===== config.mk =====
export PLATFORM = sky130hd
export DESIGN_NAME = dpll_wb_csr_flat
export DESIGN_NICKNAME = d
export VERILOG_FILES = /design/src/rtl/dpll_wb_csr_if.sv /design/src/rtl/dpll_wb_csr.sv /design/src/flat_wrapper.sv
export SDC_FILE = /design/constraint.sdc
export NUM_CORES = 1
export LEC_CHECK = 0
export ABC_CLOCK_PERIOD_IN_PS = 2300
export CAP_MARGIN = 15
export CORE_MARGIN = 1
export CORE_UTILIZATION = 50
export DETAILED_ROUTE_END_ITERATION = 10
export GPL_ROUTABILITY_DRIVEN = 0
export PLACE_DENSITY = 0.84
export SLEW_MARGIN = 20
export SYNTH_ARGS = -nofsm -noshare
export SYNTH_HDL_FRONTEND = slang
export SYNTH_SLANG_ARGS = --single-unit

===== constraint.sdc =====
create_clock -name wb_clk_i -period 2.3 [get_ports wb_clk_i]
set_input_delay 0.575 -clock wb_clk_i [delete_from_list [all_inputs] [get_ports wb_clk_i]]
set_output_delay 0.575 -clock wb_clk_i [all_outputs]
set_load 0.1 [all_outputs]

===== src/rtl/dpll_wb_csr_if.sv =====
// Wishbone classic bus between the management SoC and the DPLL register block.
// Signal names keep the user-area wrapper's wbs_* spelling.
// Backpressure is ack-based only: the initiator holds stb/cyc until ack.
interface dpll_wb_csr_if;
    logic        wbs_stb_i;
    logic        wbs_cyc_i;
    logic        wbs_we_i;
    logic [3:0]  wbs_sel_i;
    logic [31:0] wbs_dat_i;
    logic [31:0] wbs_adr_i;
    logic        wbs_ack_o;
    logic [31:0] wbs_dat_o;

    modport master (
        output wbs_stb_i, wbs_cyc_i, wbs_we_i, wbs_sel_i, wbs_dat_i, wbs_adr_i,
        input  wbs_ack_o, wbs_dat_o
    );

    modport slave (
        input  wbs_stb_i, wbs_cyc_i, wbs_we_i, wbs_sel_i, wbs_dat_i, wbs_adr_i,
        output wbs_ack_o, wbs_dat_o
    );
endinterface


===== src/rtl/dpll_wb_csr.sv =====
// DPLL control/status registers plus a gated clk_fin edge counter on Wishbone.
// Latency: every request acked one cycle later; done arrives GATE+1 cycles after start ack.
// Backpressure: none beyond ack; ack drops for a cycle between back-to-back requests.
module dpll_wb_csr #(
    parameter logic [31:0]       BASE_ADR = 32'h3000_0000,
    parameter int                GATE_W   = 16,
    parameter int                CNT_W    = 24,
    parameter logic [GATE_W-1:0] GATE_RST = GATE_W'(1000)
) (
    input  logic                wb_clk_i,
    input  logic                wb_rst_i,
    dpll_wb_csr_if.slave        wbs,
    input  logic                clk_fin,
    input  logic [1:0]          freq_select_pad,
    output logic [1:0]          freq_select_o,
    output logic                irq_o
);

    typedef enum logic [1:0] {IDLE, RUN, DONE} state_t;

    state_t             state_q;
    logic [1:0]         sw_sel_q;
    logic               override_q;
    logic               irq_en_q;
    logic               start_q;
    logic [GATE_W-1:0]  gate_q;
    logic [GATE_W-1:0]  timer_q;
    logic [CNT_W-1:0]   cnt_q;
    logic [CNT_W-1:0]   cnt_nxt;
    logic [CNT_W-1:0]   count_q;
    logic               done_q;
    logic               busy_q;
    logic               ovf_q;
    logic               s1_q, s2_q, s3_q;
    logic               fin_edge;

    logic               req;
    logic               hit;
    logic               wr;
    logic [1:0]         idx;
    logic [31:0]        wmask;
    logic [31:0]        gate_nxt32;
    logic [31:0]        rdata;
    logic               unused_bits;

    assign req   = wbs.wbs_stb_i & wbs.wbs_cyc_i & ~wbs.wbs_ack_o;
    assign hit   = (wbs.wbs_adr_i[31:4] == BASE_ADR[31:4]);
    assign wr    = req & wbs.wbs_we_i & hit;
    assign idx   = wbs.wbs_adr_i[3:2];
    assign wmask = {{8{wbs.wbs_sel_i[3]}}, {8{wbs.wbs_sel_i[2]}},
                    {8{wbs.wbs_sel_i[1]}}, {8{wbs.wbs_sel_i[0]}}};
    assign gate_nxt32  = (32'(gate_q) & ~wmask) | (wbs.wbs_dat_i & wmask);
    assign unused_bits = ^{wbs.wbs_adr_i[1:0], gate_nxt32};

    assign freq_select_o = override_q ? sw_sel_q : freq_select_pad;
    assign irq_o         = done_q & irq_en_q;
    assign fin_edge      = s2_q & ~s3_q;

    always_comb begin
        rdata = '0;
        if (hit) begin
            case (idx)
                2'd0:    rdata = {27'd0, irq_en_q, 1'b0, override_q, sw_sel_q};
                2'd1:    rdata = 32'(gate_q);
                2'd2:    rdata = 32'(count_q);
                default: rdata = {29'd0, ovf_q, busy_q, done_q};
            endcase
        end
    end

    // Saturating edge counter; the wrap case is what flags ovf.
    always_comb begin
        cnt_nxt = cnt_q;
        if (fin_edge && !(&cnt_q))
            cnt_nxt = cnt_q + CNT_W'(1);
    end

    always_ff @(posedge wb_clk_i) begin
        if (wb_rst_i) begin
            wbs.wbs_ack_o <= 1'b0;
            wbs.wbs_dat_o <= '0;
        end else begin
            wbs.wbs_ack_o <= req;
            wbs.wbs_dat_o <= (req && !wbs.wbs_we_i) ? rdata : '0;
        end
    end

    always_ff @(posedge wb_clk_i) begin
        if (wb_rst_i) begin
            sw_sel_q   <= 2'd0;
            override_q <= 1'b0;
            irq_en_q   <= 1'b0;
            start_q    <= 1'b0;
            gate_q     <= GATE_RST;
        end else begin
            start_q <= wr && (idx == 2'd0) && wbs.wbs_sel_i[0] && wbs.wbs_dat_i[3];
            if (wr && (idx == 2'd0) && wbs.wbs_sel_i[0]) begin
                sw_sel_q   <= wbs.wbs_dat_i[1:0];
                override_q <= wbs.wbs_dat_i[2];
                irq_en_q   <= wbs.wbs_dat_i[4];
            end
            if (wr && (idx == 2'd1))
                gate_q <= gate_nxt32[GATE_W-1:0];
        end
    end

    // s3 only exists to give a one-cycle-wide rising-edge pulse from s2.
    always_ff @(posedge wb_clk_i) begin
        if (wb_rst_i) begin
            s1_q <= 1'b0;
            s2_q <= 1'b0;
            s3_q <= 1'b0;
        end else begin
            s1_q <= clk_fin;
            s2_q <= s1_q;
            s3_q <= s2_q;
        end
    end

    always_ff @(posedge wb_clk_i) begin
        if (wb_rst_i) begin
            state_q <= IDLE;
            timer_q <= '0;
            cnt_q   <= '0;
            count_q <= '0;
            done_q  <= 1'b0;
            busy_q  <= 1'b0;
            ovf_q   <= 1'b0;
        end else begin
            // Clears come first so an FSM set in the same cycle overrides them.
            if (wr && (idx == 2'd3) && wbs.wbs_sel_i[0]) begin
                if (wbs.wbs_dat_i[0]) done_q <= 1'b0;
                if (wbs.wbs_dat_i[2]) ovf_q  <= 1'b0;
            end
            case (state_q)
                IDLE: begin
                    if (start_q) begin
                        timer_q <= gate_q;
                        cnt_q   <= '0;
                        ovf_q   <= 1'b0;
                        if (gate_q == '0) begin
                            count_q <= '0;
                            done_q  <= 1'b1;
                            busy_q  <= 1'b0;
                            state_q <= DONE;
                        end else begin
                            busy_q  <= 1'b1;
                            state_q <= RUN;
                        end
                    end
                end
                RUN: begin
                    if (fin_edge && (&cnt_q))
                        ovf_q <= 1'b1;
                    if (timer_q == GATE_W'(1)) begin
                        count_q <= cnt_nxt;
                        done_q  <= 1'b1;
                        busy_q  <= 1'b0;
                        state_q <= DONE;
                    end else begin
                        timer_q <= timer_q - GATE_W'(1);
                        cnt_q   <= cnt_nxt;
                    end
                end
                DONE:    state_q <= IDLE;
                default: state_q <= IDLE;
            endcase
        end
    end

endmodule


===== src/flat_wrapper.sv =====
// flat-port wrapper written by rule: the top's interface ports become plain ports
module dpll_wb_csr_flat 
#(
    parameter logic [31:0]       BASE_ADR = 32'h3000_0000,
    parameter int                GATE_W   = 16,
    parameter int                CNT_W    = 24,
    parameter logic [GATE_W-1:0] GATE_RST = GATE_W'(1000)
)
  (wb_clk_i, wb_rst_i, clk_fin, freq_select_pad, freq_select_o, irq_o, wbs_wbs_stb_i, wbs_wbs_cyc_i, wbs_wbs_we_i, wbs_wbs_sel_i, wbs_wbs_dat_i, wbs_wbs_adr_i, wbs_wbs_ack_o, wbs_wbs_dat_o);
  dpll_wb_csr_if wbs_i ();
  input  logic wb_clk_i;
  input  logic wb_rst_i;
  input  logic clk_fin;
  input  logic [1:0] freq_select_pad;
  output logic [1:0] freq_select_o;
  output logic irq_o;
  input wire logic [$bits(wbs_i.wbs_stb_i)-1:0] wbs_wbs_stb_i;
  input wire logic [$bits(wbs_i.wbs_cyc_i)-1:0] wbs_wbs_cyc_i;
  input wire logic [$bits(wbs_i.wbs_we_i)-1:0] wbs_wbs_we_i;
  input wire logic [$bits(wbs_i.wbs_sel_i)-1:0] wbs_wbs_sel_i;
  input wire logic [$bits(wbs_i.wbs_dat_i)-1:0] wbs_wbs_dat_i;
  input wire logic [$bits(wbs_i.wbs_adr_i)-1:0] wbs_wbs_adr_i;
  output wire logic [$bits(wbs_i.wbs_ack_o)-1:0] wbs_wbs_ack_o;
  output wire logic [$bits(wbs_i.wbs_dat_o)-1:0] wbs_wbs_dat_o;
  assign wbs_i.wbs_stb_i = wbs_wbs_stb_i;
  assign wbs_i.wbs_cyc_i = wbs_wbs_cyc_i;
  assign wbs_i.wbs_we_i = wbs_wbs_we_i;
  assign wbs_i.wbs_sel_i = wbs_wbs_sel_i;
  assign wbs_i.wbs_dat_i = wbs_wbs_dat_i;
  assign wbs_i.wbs_adr_i = wbs_wbs_adr_i;
  assign wbs_wbs_ack_o = wbs_i.wbs_ack_o;
  assign wbs_wbs_dat_o = wbs_i.wbs_dat_o;
  dpll_wb_csr #(.BASE_ADR(BASE_ADR), .GATE_W(GATE_W), .CNT_W(CNT_W), .GATE_RST(GATE_RST)) u_core (.wb_clk_i(wb_clk_i), .wb_rst_i(wb_rst_i), .wbs(wbs_i), .clk_fin(clk_fin), .freq_select_pad(freq_select_pad), .freq_select_o(freq_select_o), .irq_o(irq_o));
endmodule

# Word-level counts from Yosys, hierarchy flattened

Cells that the tools add are included.
W data, S select, Z words.

Memories: 0
Flip-flop bits (word level): 126
Bits in latches: 0
Input bits: 76
RAM bits: 0
ROM bits: 0

Bitwise operators: 14
Equal/unequal tests: 10
Muxes and demuxes: 32
$lt $le $gt $ge: 0
Add/sub/neg operators: 2
$mul: 0
Div/mod/pow operators: 0
Reduce and logical (&&, ||, !) cells: 21
Shifts and indexed selects: 0

Operator list:

| kind                    | count |
|---|---|
| $mux W24                | 6 |
| $pmux W24 S2            | 2 |
| $pmux W24 S3            | 1 |
| $and A16 B16 Y16        | 2 |
| $mux W16                | 2 |
| $pmux W16 S2            | 1 |
| $eq A28 B26 Y1 const B  | 1 |
| $add A24 B1 Y24 const B | 1 |
| $reduce_and A24 Y1      | 1 |
| $eq A16 B1 Y1 const B   | 1 |
| $logic_not A16 Y1       | 1 |
| $not A16 Y16            | 1 |
| $or A16 B16 Y16         | 1 |
| $sub A16 B1 Y16 const B | 1 |
| $mux W1                 | 12 |
| $logic_and A1 B1 Y1     | 9 |
| $mux W2                 | 4 |
| $and A1 B1 Y1           | 6 |
| $ne A2 B1 Y1 const B    | 3 |
| $pmux W1 S2             | 3 |
| $reduce_and A3 Y1       | 2 |
| $eq A2 B1 Y1 const B    | 2 |
| $eq A2 B2 Y1 const B    | 2 |
| $logic_not A2 Y1        | 2 |
| other kinds (8)         | 12 |

# Logic depth before layout (Yosys ltp)

Depth in word-level cells: 10
Mapped depth: 10
Depth with buffers taken out: 8

# Worst setup path before layout

Ideal clock, no wire load.

Path kind: input -> register
From: input port wbs_wbs_adr_i[14]
To: register (tool-made name)
Setup time: 0.120 ns
Setup slack: 0.162 ns
Required time: 2.180 ns
Cell stages on the path: 5
Arrival: 2.019 ns
Path through: nor4_1 -> nand4_1 -> nor4_4 -> nor2b_1 -> a211o_1

RTL lines:

| item               | line               | RTL |
|---|---|---|
| start: declaration | flat_wrapper.sv:22 | `input wire logic [$bits(wbs_i.wbs_adr_i)-1:0] wbs_wbs_adr_i;` |

==> flow_summary.yaml <==
timing:
  clock.fmax_ghz: 0.415
  worst_pin_slew_ns: 0.604
  timing.slew.headroom_pct: 59.6
  slew_violations: 0
  holdWs_ns: 0.447
  finalCritPeriodShare_pct: 105
  hold_viol: 0
  worst_slack_ns: -0.112
  setup_viol: 13
  setup_tns_ns: -0.719
  fin_crit_ns: 2.41
  fin_skew_ns: 0.0100
worst_setup_path:
  path_common_cell: "buf_6"
  regToRegSetupSlack_ns: 0.03
  critPathKind: "input port to flop"
  timing.rr.start: "u_core.cnt_q[3]$_SDFFE_PP0P_"
  ff2ff_path_depth: 6
  max_stage_delay_ns: 0.49
  cp.required_ns: 2.59
  endpoint_kind: "flop"
  reg2reg_to: "u_core.cnt_q[17]$_SDFFE_PP0P_"
  critPathMaxFanout: 7
  crit_arrival_ns: 2.70
  crit_chain: "clkdlybuf4s50_1 -> nor4_2 -> nand4_1 -> buf_6 -> nor4_4 -> buf_4 -> nand2_4 -> buf_6 -> nor3_1 -> a21oi_1"
  critPathTopFamily: "simple AND/OR/NAND/NOR gates"
  critPathBufInv: 4
  slowest_stage: "clkdlybuf4s50_1"
  crit_path_start_kind: "input port"
clocking:
  clk_pin_slew_ns: 0.06
  cts_sinks: 118
  cts-root-buf: "clkbuf_16"
  clock_latency_ns: 0.42
  cts_buffers: 17
  htree_levels: 4
  cts_tree: "done"
  cts_max_path_buffers: 2
place:
  placed_cells: 882
  dpl_cell_area_mm2: 0.00681
  port_buffers: 83
  hpwl_um: 11300
global_routing:
  grt_pass1_wl_um: 26300
  antenna_found_initial: 0
  grt_max_degree: 43
  use_met1_pct: 34.6
  track_usage_pct: 29.0
  met3_usage_pct: 5.08
  busiest_layer: "met2"
  globalRouteMet2Util_pct: 49.1
  gr-total-overflow: 0
  grt_pass1_vias: 5371
logic_synthesis:
  yosysTopAreaCellShare_pct: 41.5
  syn_inst: 650
  synth_seq_area_share_pct: 41.5
  yosys_warnings: 0
  synth_compound_area_share_pct: 18.8
  synth.most_common_cell: "dfxtp_1"
  synth-simple-area-share_pct: 26.9
  synthMuxAreaShare_pct: 4.75
  syn_area_mm2: 0.00569
  yosysTopAreaCell: "dfxtp_1"
  async_flop_share_pct: 0
  synth_top_flop_cell: "dfxtp_1"
  ys_ff_latch: 118
  synthAdderAreaFrac_pct: 0.660
  synth_cell_types: 78
  avgSynthCellArea_um2: 8.75
  synth-edff-count: 0
  synth_top_family_by_area: "simple AND/OR/NAND/NOR gates"
  synthTopCellsByArea: "dfxtp_1 (42%), nor2_1 (4.6%), nand2_1 (4.4%)"
  ys_top_cells_by_count: "dfxtp_1 (118), nor2_1 (70), nand2_1 (66)"
  synth_xor_area_share_pct: 2.62
cells_and_area:
  antenna_cells: 0
  fin_area_mm2: 0.00760
  fin_cells: 919
  finish.utilization_pct: 69.2
  multi_input_area_mm2: 0.00320
  fillCellCount: 752
  fin_nets: 845
  drive_gt1_share_pct: 21.6
  seq_area_mm2: 0.00236
  syn2layout_area_growth_pct: 33.6
job:
  maxCapViolations: 0
power:
  power_density_mw_per_mm2: 650
  leakagePower_nw: 2.96
  ir_worst_vdd_mv: 0.622
routing:
  via_per_inst: 6.25
  drt-pass1-iter-count: 6
  drt-initial-drc-count: 635
  wl_per_cell_um: 19.6
  drc_errors: 0
  drtAntennaViolNets: 0
  wirelength_um: 18100
  vias: 5741
die:
  start_util_pct: 51.8
  num_rows: 38
  fp.coreArea_mm2: 0.0110
  io_pins: 112
  die_h_um: 109
  die-width_um: 109
  dieArea_mm2: 0.0118
hold_path:
  hold_path.class: "flop to flop"
  hold_end: "u_core.count_q[23]$_SDFFE_PP0P_"
  holdCritStartpoint: "u_core.count_q[23]$_SDFFE_PP0P_"
  min_path_cells: 2
run_status:
  status: "finished with violations"
  violations: "negative setup slack"
-- layout make-up --
type	count	share of cell area, %
flip-flops and latches	118	31.1
multi-input cells	486	42.1
well taps	140	2.31
inverters	9	0.445
clock inverters	13	1.75
clock buffers	19	5.83
repair buffers	134	16.5
-- power breakdown --
group	internal (mW)	leakage (nW)	total, mW	switching (mW)
Sequential	2.05	0.951	2.05	0.00139
Clock	1.61	0.286	2.60	0.990
Combinational	0.117	1.72	0.290	0.173
-- how the worst max path moves through the flow --
stage,start,to,slack [ns],depth (start not counted)
after global routing,wbs_wbs_adr_i[30],u_core.wbs.wbs_dat_o[7]$_SDFF_PP0_,-0.16,7
after CTS,wbs_wbs_adr_i[5],flop,0.002,10
after detailed placement,wbs_wbs_adr_i[5],u_core.wbs.wbs_dat_o[18]$_SDFF_PP0_,-0.39,7
after global placement,wbs_wbs_adr_i[6],u_core.wbs.wbs_dat_o[17]$_SDFF_PP0_,-0.29,7
after floorplan,wbs_wbs_adr_i[14],flop,0.16,5
final,wbs_wbs_adr_i[30],flop,-0.11,10
-- cell usage in the layout (no fill, tap or decap), types with 5 or more instances in the layout --
master | Yosys | routed
nor4_4 | 4 | 5
nand2_1 | 66 | 64
clkbuf_16 | 0 | 18
nor3_1 | 18 | 17
a22oi_1 | 17 | 17
clkdlybuf4s50_1 | 0 | 42
dlymetal6s2s_1 | 0 | 12
mux2i_1 | 18 | 15
buf_4 | 8 | 70
xnor2_1 | 13 | 13
conb_1 | 1 | 8
nand2b_1 | 11 | 10
nor2b_1 | 13 | 13
a21oi_1 | 39 | 38
nor2_1 | 70 | 69
clkinv_2 | 0 | 6
dfxtp_1 | 118 | 118
nor4_2 | 2 | 5
and2_1 | 12 | 12
inv_1 | 9 | 9
nand3_1 | 13 | 12
o21ai_0 | 40 | 38
nor4_1 | 16 | 12
nand4_1 | 6 | 6
o21ai_1 | 10 | 12
a31oi_1 | 9 | 9
-- worst reg2reg max path, cell delays in order (launching register included) --
cell,delay [ns]
dfxtp_1,0.50
and4_1,0.29
nand4_2,0.25
a211oi_2,0.48
nand3_1,0.23
or3_1,0.39
o21ai_1,0.07
-- timing repair --
action / 4_1_cts / 5_1_grt
pin swaps: 1 / 9
setup endpoints to repair: 4 / 78
gates cloned: 0 / 1
setup buffers: 1 / 3
resized for setup: 0 / 42
hold buffers: 0 / 0
-- metal layers --
layer | part of all wire (%) | up-vias
li1 | - | 2567
met3 | 9.0 | 83
met2 | 49 | 401
met4 | 5.3 | 0
met5 | 0 | -
met1 | 37 | 2690
-- cells by family after synthesis --
logic type / after synthesis
simple gates: 274
compound gates: 161
flops: 118
buf+inv: 53
mux: 23
xor+xnor: 17
fa+ha+maj: 3
other cells: 1
-- stage by stage --
stage / power, mW / setup slack [ns]
2_1_floorplan: 2.24 / 0.162
3_3_place_gp: 2.36 / -0.291
3_5_place_dp: 2.37 / -0.387
4_1_cts: 4.89 / 0.00202
5_1_grt: 5.03 / -0.162
6_report: 4.94 / -0.112
Note: power is estimated with default switching activity, not from simulation.
